[src/rtl/bus_pkg.sv]
// Shared types and constants for the single-master bus fabric.
package bus_pkg;

  typedef enum logic [1:0] {
    ST_IDLE   = 2'd0,
    ST_ACCESS = 2'd1,
    ST_RESP   = 2'd2,
    ST_ERR    = 2'd3
  } state_t;

  localparam logic [1:0] HB_BYTE = 2'd0;
  localparam logic [1:0] HB_HALF = 2'd1;
  localparam logic [1:0] HB_WORD = 2'd2;

  localparam int ERR_CNT_W = 8;
  localparam logic [ERR_CNT_W-1:0] ERR_CNT_MAX = '1;

endpackage

[src/rtl/bus_addr_decode.sv]
// Region index to one-hot chip-enable; o_valid low when the index names no slave.
module bus_addr_decode #(
  parameter int N_SLAVES = 8,
  parameter int IDX_W    = 4
) (
  input  logic [IDX_W-1:0]    i_idx,
  output logic [N_SLAVES-1:0] o_ce,
  output logic                o_valid
);

  always_comb begin
    o_ce    = '0;
    o_valid = 1'b0;
    for (int k = 0; k < N_SLAVES; k++) begin
      if (i_idx == IDX_W'(k)) begin
        o_ce[k] = 1'b1;
        o_valid = 1'b1;
      end
    end
  end

endmodule

[src/rtl/bus_interconnect.sv]
// Single-master, N-slave bus fabric: region decode, req/gnt FSM, grant timeout,
// decode-error response, error address capture and saturating error counter with IRQ.
module bus_interconnect
  import bus_pkg::*;
#(
  parameter int N_SLAVES = 8,
  parameter int ADDR_W   = 32,
  parameter int DATA_W   = 32,
  parameter int SEL_MSB  = 31,
  parameter int SEL_LSB  = 28,
  parameter int TIMEOUT  = 16
) (
  input  logic                       i_CLK,
  input  logic                       i_RST,
  input  logic [ADDR_W-1:0]          i_M_ADDR,
  input  logic [DATA_W-1:0]          i_M_WDATA,
  input  logic                       i_M_WE,
  input  logic [1:0]                 i_M_HB,
  input  logic                       i_M_REQ,
  output logic [DATA_W-1:0]          o_M_RDATA,
  output logic                       o_M_GNT,
  output logic                       o_M_ERR,
  output logic [N_SLAVES-1:0]        o_S_CE,
  output logic                       o_S_REQ,
  output logic [ADDR_W-1:0]          o_S_ADDR,
  output logic [DATA_W-1:0]          o_S_WDATA,
  output logic                       o_S_WE,
  output logic [1:0]                 o_S_HB,
  input  logic [N_SLAVES*DATA_W-1:0] i_S_RDATA,
  input  logic [N_SLAVES-1:0]        i_S_GNT,
  output logic [ADDR_W-1:0]          o_ERR_ADDR,
  output logic [ERR_CNT_W-1:0]       o_ERR_CNT,
  output logic                       o_ERR_IRQ
);

  localparam int         IDX_W    = SEL_MSB - SEL_LSB + 1;
  localparam logic [7:0] TMO_LAST = 8'(TIMEOUT - 1);

  state_t                r_state, w_next;
  logic [IDX_W-1:0]      w_idx, r_idx;
  logic [N_SLAVES-1:0]   w_dec_ce, w_ce, r_s_ce;
  logic                  w_dec_vld, r_dec_err;
  logic [7:0]            r_tmo;
  logic                  w_sel_gnt;
  logic [DATA_W-1:0]     w_sel_rdata, w_rdata, r_m_rdata;
  logic                  w_sreq, w_gnt, w_merr, r_s_req, r_m_gnt, r_m_err, r_err_irq;
  logic [ADDR_W-1:0]     r_s_addr, r_err_addr;
  logic [DATA_W-1:0]     r_s_wdata;
  logic                  r_s_we;
  logic [1:0]            r_s_hb;
  logic [ERR_CNT_W-1:0]  r_err_cnt;

  assign w_idx = i_M_ADDR[SEL_MSB:SEL_LSB];

  bus_addr_decode #(.N_SLAVES(N_SLAVES), .IDX_W(IDX_W)) u_decode (
    .i_idx   (w_idx),
    .o_ce    (w_dec_ce),
    .o_valid (w_dec_vld)
  );

  always_comb begin
    w_sel_gnt   = 1'b0;
    w_sel_rdata = '0;
    for (int k = 0; k < N_SLAVES; k++) begin
      if (r_idx == IDX_W'(k)) begin
        w_sel_gnt   = i_S_GNT[k];
        w_sel_rdata = i_S_RDATA[k*DATA_W +: DATA_W];
      end
    end
  end

  always_ff @(posedge i_CLK or posedge i_RST) begin
    if (i_RST) r_state <= ST_IDLE;
    else       r_state <= w_next;
  end

  // Decode errors spend one ACCESS cycle with no CE so error and grant latencies match.
  always_comb begin
    w_next = r_state;
    case (r_state)
      ST_IDLE:   if (i_M_REQ) w_next = ST_ACCESS;
      ST_ACCESS: begin
        if (r_dec_err)              w_next = ST_ERR;
        else if (w_sel_gnt)         w_next = ST_RESP;
        else if (r_tmo == TMO_LAST) w_next = ST_ERR;
      end
      default:   w_next = ST_IDLE;
    endcase
  end

  always_comb begin
    w_ce    = '0;
    w_sreq  = 1'b0;
    if (r_state == ST_IDLE && w_next == ST_ACCESS) begin
      w_ce   = w_dec_ce;
      w_sreq = w_dec_vld;
    end else if (r_state == ST_ACCESS && w_next == ST_ACCESS) begin
      w_ce   = r_s_ce;
      w_sreq = r_s_req;
    end
    w_gnt   = (w_next == ST_RESP) || (w_next == ST_ERR);
    w_merr  = (w_next == ST_ERR);
    w_rdata = (w_next == ST_RESP && !r_s_we) ? w_sel_rdata : '0;
  end

  always_ff @(posedge i_CLK or posedge i_RST) begin
    if (i_RST) begin
      r_s_ce    <= '0;
      r_s_req   <= 1'b0;
      r_m_gnt   <= 1'b0;
      r_m_err   <= 1'b0;
      r_err_irq <= 1'b0;
      r_m_rdata <= '0;
    end else begin
      r_s_ce    <= w_ce;
      r_s_req   <= w_sreq;
      r_m_gnt   <= w_gnt;
      r_m_err   <= w_merr;
      r_err_irq <= w_merr;
      r_m_rdata <= w_rdata;
    end
  end

  always_ff @(posedge i_CLK or posedge i_RST) begin
    if (i_RST) begin
      r_s_addr   <= '0;
      r_s_wdata  <= '0;
      r_s_we     <= 1'b0;
      r_s_hb     <= '0;
      r_idx      <= '0;
      r_dec_err  <= 1'b0;
      r_tmo      <= '0;
      r_err_addr <= '0;
      r_err_cnt  <= '0;
    end else begin
      if (r_state == ST_IDLE && i_M_REQ) begin
        r_s_addr  <= i_M_ADDR;
        r_s_wdata <= i_M_WDATA;
        r_s_we    <= i_M_WE;
        r_s_hb    <= i_M_HB;
        r_idx     <= w_idx;
        r_dec_err <= !w_dec_vld;
        r_tmo     <= '0;
      end else if (r_state == ST_ACCESS) begin
        r_tmo <= r_tmo + 8'd1;
      end
      if (w_next == ST_ERR) begin
        r_err_addr <= r_s_addr;
        if (r_err_cnt != ERR_CNT_MAX) r_err_cnt <= r_err_cnt + 1'b1;
      end
    end
  end

  assign o_S_CE     = r_s_ce;
  assign o_S_REQ    = r_s_req;
  assign o_S_ADDR   = r_s_addr;
  assign o_S_WDATA  = r_s_wdata;
  assign o_S_WE     = r_s_we;
  assign o_S_HB     = r_s_hb;
  assign o_M_GNT    = r_m_gnt;
  assign o_M_ERR    = r_m_err;
  assign o_M_RDATA  = r_m_rdata;
  assign o_ERR_IRQ  = r_err_irq;
  assign o_ERR_ADDR = r_err_addr;
  assign o_ERR_CNT  = r_err_cnt;

endmodule

[config.mk]
export PLATFORM = sky130hd
export DESIGN_NAME = bus_interconnect
export DESIGN_NICKNAME = d
export VERILOG_FILES = /design/src/rtl/bus_pkg.sv /design/src/rtl/bus_addr_decode.sv /design/src/rtl/bus_interconnect.sv
export SDC_FILE = /design/constraint.sdc
export NUM_CORES = 1
export LEC_CHECK = 0
export ABC_AREA = 1
export BUFFER_PORTS_ARGS = -buffer_cell sky130_fd_sc_hd__buf_2
export CAP_MARGIN = 5
export CORE_AREA = 4 4 185 187
export CTS_CLUSTER_SIZE = 30
export DETAILED_ROUTE_END_ITERATION = 12
export DIE_AREA = 0 0 189 191
export GPL_TIMING_DRIVEN = 0
export SLEW_MARGIN = 20
export SYNTH_ARGS = -nofsm -noshare
export SYNTH_HDL_FRONTEND = slang
export SYNTH_SLANG_ARGS = --single-unit
[constraint.sdc]
create_clock -name i_CLK -period 4.4 [get_ports i_CLK]
set_input_delay 0.44 -clock i_CLK [delete_from_list [all_inputs] [get_ports i_CLK]]
set_output_delay 0.44 -clock i_CLK [all_outputs]
set_load 0.05 [all_outputs]
==> metrics.cfg <==
[detailed_routing]
vias = 9190
drc = 0
viasPerCell = 4.52
drtPass1Iterations = 5
first_iter_violations = 463
wl_um = 36400
ant_nets = 0
wl_per_cell_um = 17.9

[worst_setup_path]
critical_path.max_stage_delay_ps = 610
critPathArrivalTime_ps = 2830
path_buf_inv = 2
rr_worst_depth = 13
slowest_stage = dfrtp_1
cp-end-kind = flip-flop
setup.worst_path.class = flip-flop to flip-flop
cpLargestDelayFamily = simple AND/OR/NAND/NOR gates
cp.depth = 13
required_ps = 4700
crit_chain = inv_1 -> nor2_2 -> nand2_2 -> or2_0 -> nand2_1 -> nand2_2 -> nand2_2 -> nand2_2 -> nand2_4 -> nor2_2 -> nand2_2 -> buf_2 -> nor2_1
cp_common_cell = nand2_2
path_max_fanout = 10
start_kind = flip-flop

[pwr]
swShare_pct = 53.5
pwr-share-clk_pct = 17.8
p_comb_share_pct = 54.3
power_leakage_nw = 6.57
p_int_mw = 3.91
seqPwrFrac_pct = 27.9
p_sw_mw = 4.50
max-vdd-ir-drop_uv = 448
pwr_density_cell_nw_per_um2 = 713

[floorplan]
dieArea_um2 = 36100
die_w_um = 189
initial_core_util_pct = 24.9
fp.coreArea_um2 = 32500
die_h_um = 191
io_pins = 485
rows = 66

[global_routing]
grt_overflow_total = 0
grt_pass1_wl_um = 53500
grt_usage_pct = 19.3
antenna_found_initial = 8
grt_pass1_vias = 9197
grt_max_degree = 32

[clock_network]
postCtsHoldBufs = 0
cts_sinks = 160
numCtsBuffers = 17
cts_root_buf = clkbuf_16
clk_latency_ps = 430
clockBufferDepth = 2
cts_resized = 0
htreeDepth = 4
cts.clk_slew.worst_paths_ps = 70
cts_setup_buffers = 0
tritoncts = yes

[logic_synthesis]
synth_edf_count = 0
synthCells = 1061
syn_avg_cell_area_um2 = 7.60
synth_ff_type = dfrtp_1
synth_warnings = 0
netlist_area_um2 = 8070
yosys.area.top_type = dfrtp_1
ys_seq_area_share_pct = 49.6
async_reset_ff_share_pct = 100
syn-num-nets = 1397
yosys-top-cells-area = dfrtp_1, nand2_1, o21ai_0, nand4_1, nor2_1
ys_ff_latch = 160
ys_types = 37
synth_top_area_share_pct = 49.6

[timing]
hold_viol_final = 0
period_minus_slack_ps = 2530
rsz0062_at_grt = false
finalMaxSlewViolations = 0
setup_viol = 0
slew_headroom_pct = 46.7
min_period_over_period_pct = 57.4
tightest_slew_ps = 800
fmax_mhz = 396
clock_skew_ps = 10.6
finalSetupTns_ps = 0

[place]
io_buffers = 484
place_congestion = 0.913
dp_hpwl_um = 30200

[final_layout]
fin_nets = 1906
area_growth_pct = 46.2
fin_util_pct = 36.3
drive_gt1_share_pct = 36.1

[worst_hold_path]
min_path_type = primary input to asynchronous set/reset pin

[run_status]
status = finished clean

[job]
cap_violations = 0

==> per-layer routing <==
layer  global-route usage (%)  part of all wire, %
met4                     5.89                  2.2
met5                        0                0.093
met1                     25.7                   44
met3                     5.09                  6.9
met2                     31.1                   47
==> worst register-to-register path, stage by stage (launching register included) <==
cell	delay [ps]
dfrtp_1	610
inv_1	100
nor2_2	150
nand2_2	160
or2_0	250
nand2_1	100
nand2_2	100
nand2_2	100
nand2_2	100
nand2_4	130
nor2_2	50
nand2_2	140
buf_2	300
nor2_1	90
==> final cells by class <==
type | count | area, um^2
repair buffers | 490 | 2560
clock buffers | 19 | 443
diodes | 6 | 15.0
plain buffers | 54 | 238
flip-flops and latches | 160 | 4000
fillers | 3503 | 20700
well taps | 442 | 553
clock inverters | 13 | 143
multi-input cells | 793 | 3620
inverters | 54 | 206
==> placed cells by master (no fill, tap or decap), types with 3 or more instances in the layout <==
cell	count
buf_2	491
nand2_1	464
dfrtp_1	160
nor2_1	66
o21ai_0	59
inv_1	47
nand4_1	41
clkbuf_1	39
a21oi_1	38
nand3_1	28
clkbuf_16	17
a22o_1	15
or2_2	14
a221oi_1	9
o22ai_1	9
o21ai_1	7
a21boi_0	7
diode_2	6
inv_2	6
nand2_2	6
buf_1	5
inv_6	5
nor2_2	4
nor2_4	4
xor2_1	4
inv_8	4
xnor2_1	3
buf_6	3
clkinvlp_4	3
buf_12	3
buf_16	3
==> worst paths after layout <==
| path | from | to | slack, ps |
|---|---|---|---|
| min reg2reg | o_ERR_ADDR[8]$_DFFE_PP0P_ | o_ERR_ADDR[8]$_DFFE_PP0P_ | 470 |
| min in group i_CLK | i_M_WDATA[9] | o_S_WDATA[9]$_DFFE_PP0P_ | 200 |
| min | i_RST | o_S_ADDR[18]$_DFFE_PP0P_ | 70 |
| max reg2reg | r_idx[0]$_DFFE_PP0P_ | o_M_RDATA[9]$_DFF_PP0_ | 1870 |
| max | r_idx[0]$_DFFE_PP0P_ | o_M_RDATA[9]$_DFF_PP0_ | 1870 |
| max in group asynchronous | i_RST | o_M_RDATA[4]$_DFF_PP0_ | 3380 |
==> Yosys cell counts (2+ instances only) <==
cell type,count
a22o_1,15
dfrtp_1,160
xor2_1,4
nand2_2,6
buf_6,3
nand4_1,41
a221oi_1,9
ha_1,2
nor2_4,4
nor3_1,2
xnor2_1,3
or2_2,14
nand2_1,464
clkbuf_1,38
buf_2,7
o21ai_0,59
nor2_1,66
o22ai_1,9
a21oi_1,38
nand3_1,28
inv_2,6
a21boi_0,7
buf_1,5
nand2_4,2
o21ai_1,7
inv_1,48
nor2_2,4
==> through the flow <==
stage	hold WS (ps)	area [um^2]	power [mW]	setup slack [ps]	std cells
after floorplan	505	8070	5.53	1930	1061
after global placement	458	11000	6.93	774	1987
after detailed placement	460	11200	6.99	1780	1993
after CTS	53.3	11800	8.52	1760	2025
after global routing	73.6	11800	8.96	1610	2029
final	66.8	11800	8.40	1870	2031
==> power groups by stage <==
stage	Combinational (mW)	Clock [mW]	Sequential [mW]
after floorplan	1.57	0	3.96
after global placement	4.56	0	2.37
after detailed placement	4.62	0	2.37
after CTS	4.62	1.54	2.35
after global routing	4.94	1.60	2.42
final	4.57	1.50	2.34
==> logic make-up (layout without fill, tap and decap cells) <==
group,Yosys count,in the layout,synth area share [%]
flops,160,160,49.6
xor+xnor,7,7,0.760
fa+ha+maj,2,2,0.310
other cells,0,6,0
buf+inv,108,630,5.46
simple gates,636,636,33.0
compound gates,146,146,10.6
mux,2,2,0.264
==> sequential cells by signal, indices dropped and copies added (netlist names) <==
register,cells
o_ERR_ADDR,32
o_M_RDATA,32
o_S_WDATA,32
o_S_ADDR,28
o_ERR_CNT,8
o_S_CE,8
r_tmo,8
r_idx,4
o_S_HB,2
o_ERR_IRQ,1
o_M_GNT,1
o_S_REQ,1
o_S_WE,1
r_dec_err,1
r_state,1
No activity file was read; power rests on OpenSTA's default activity.
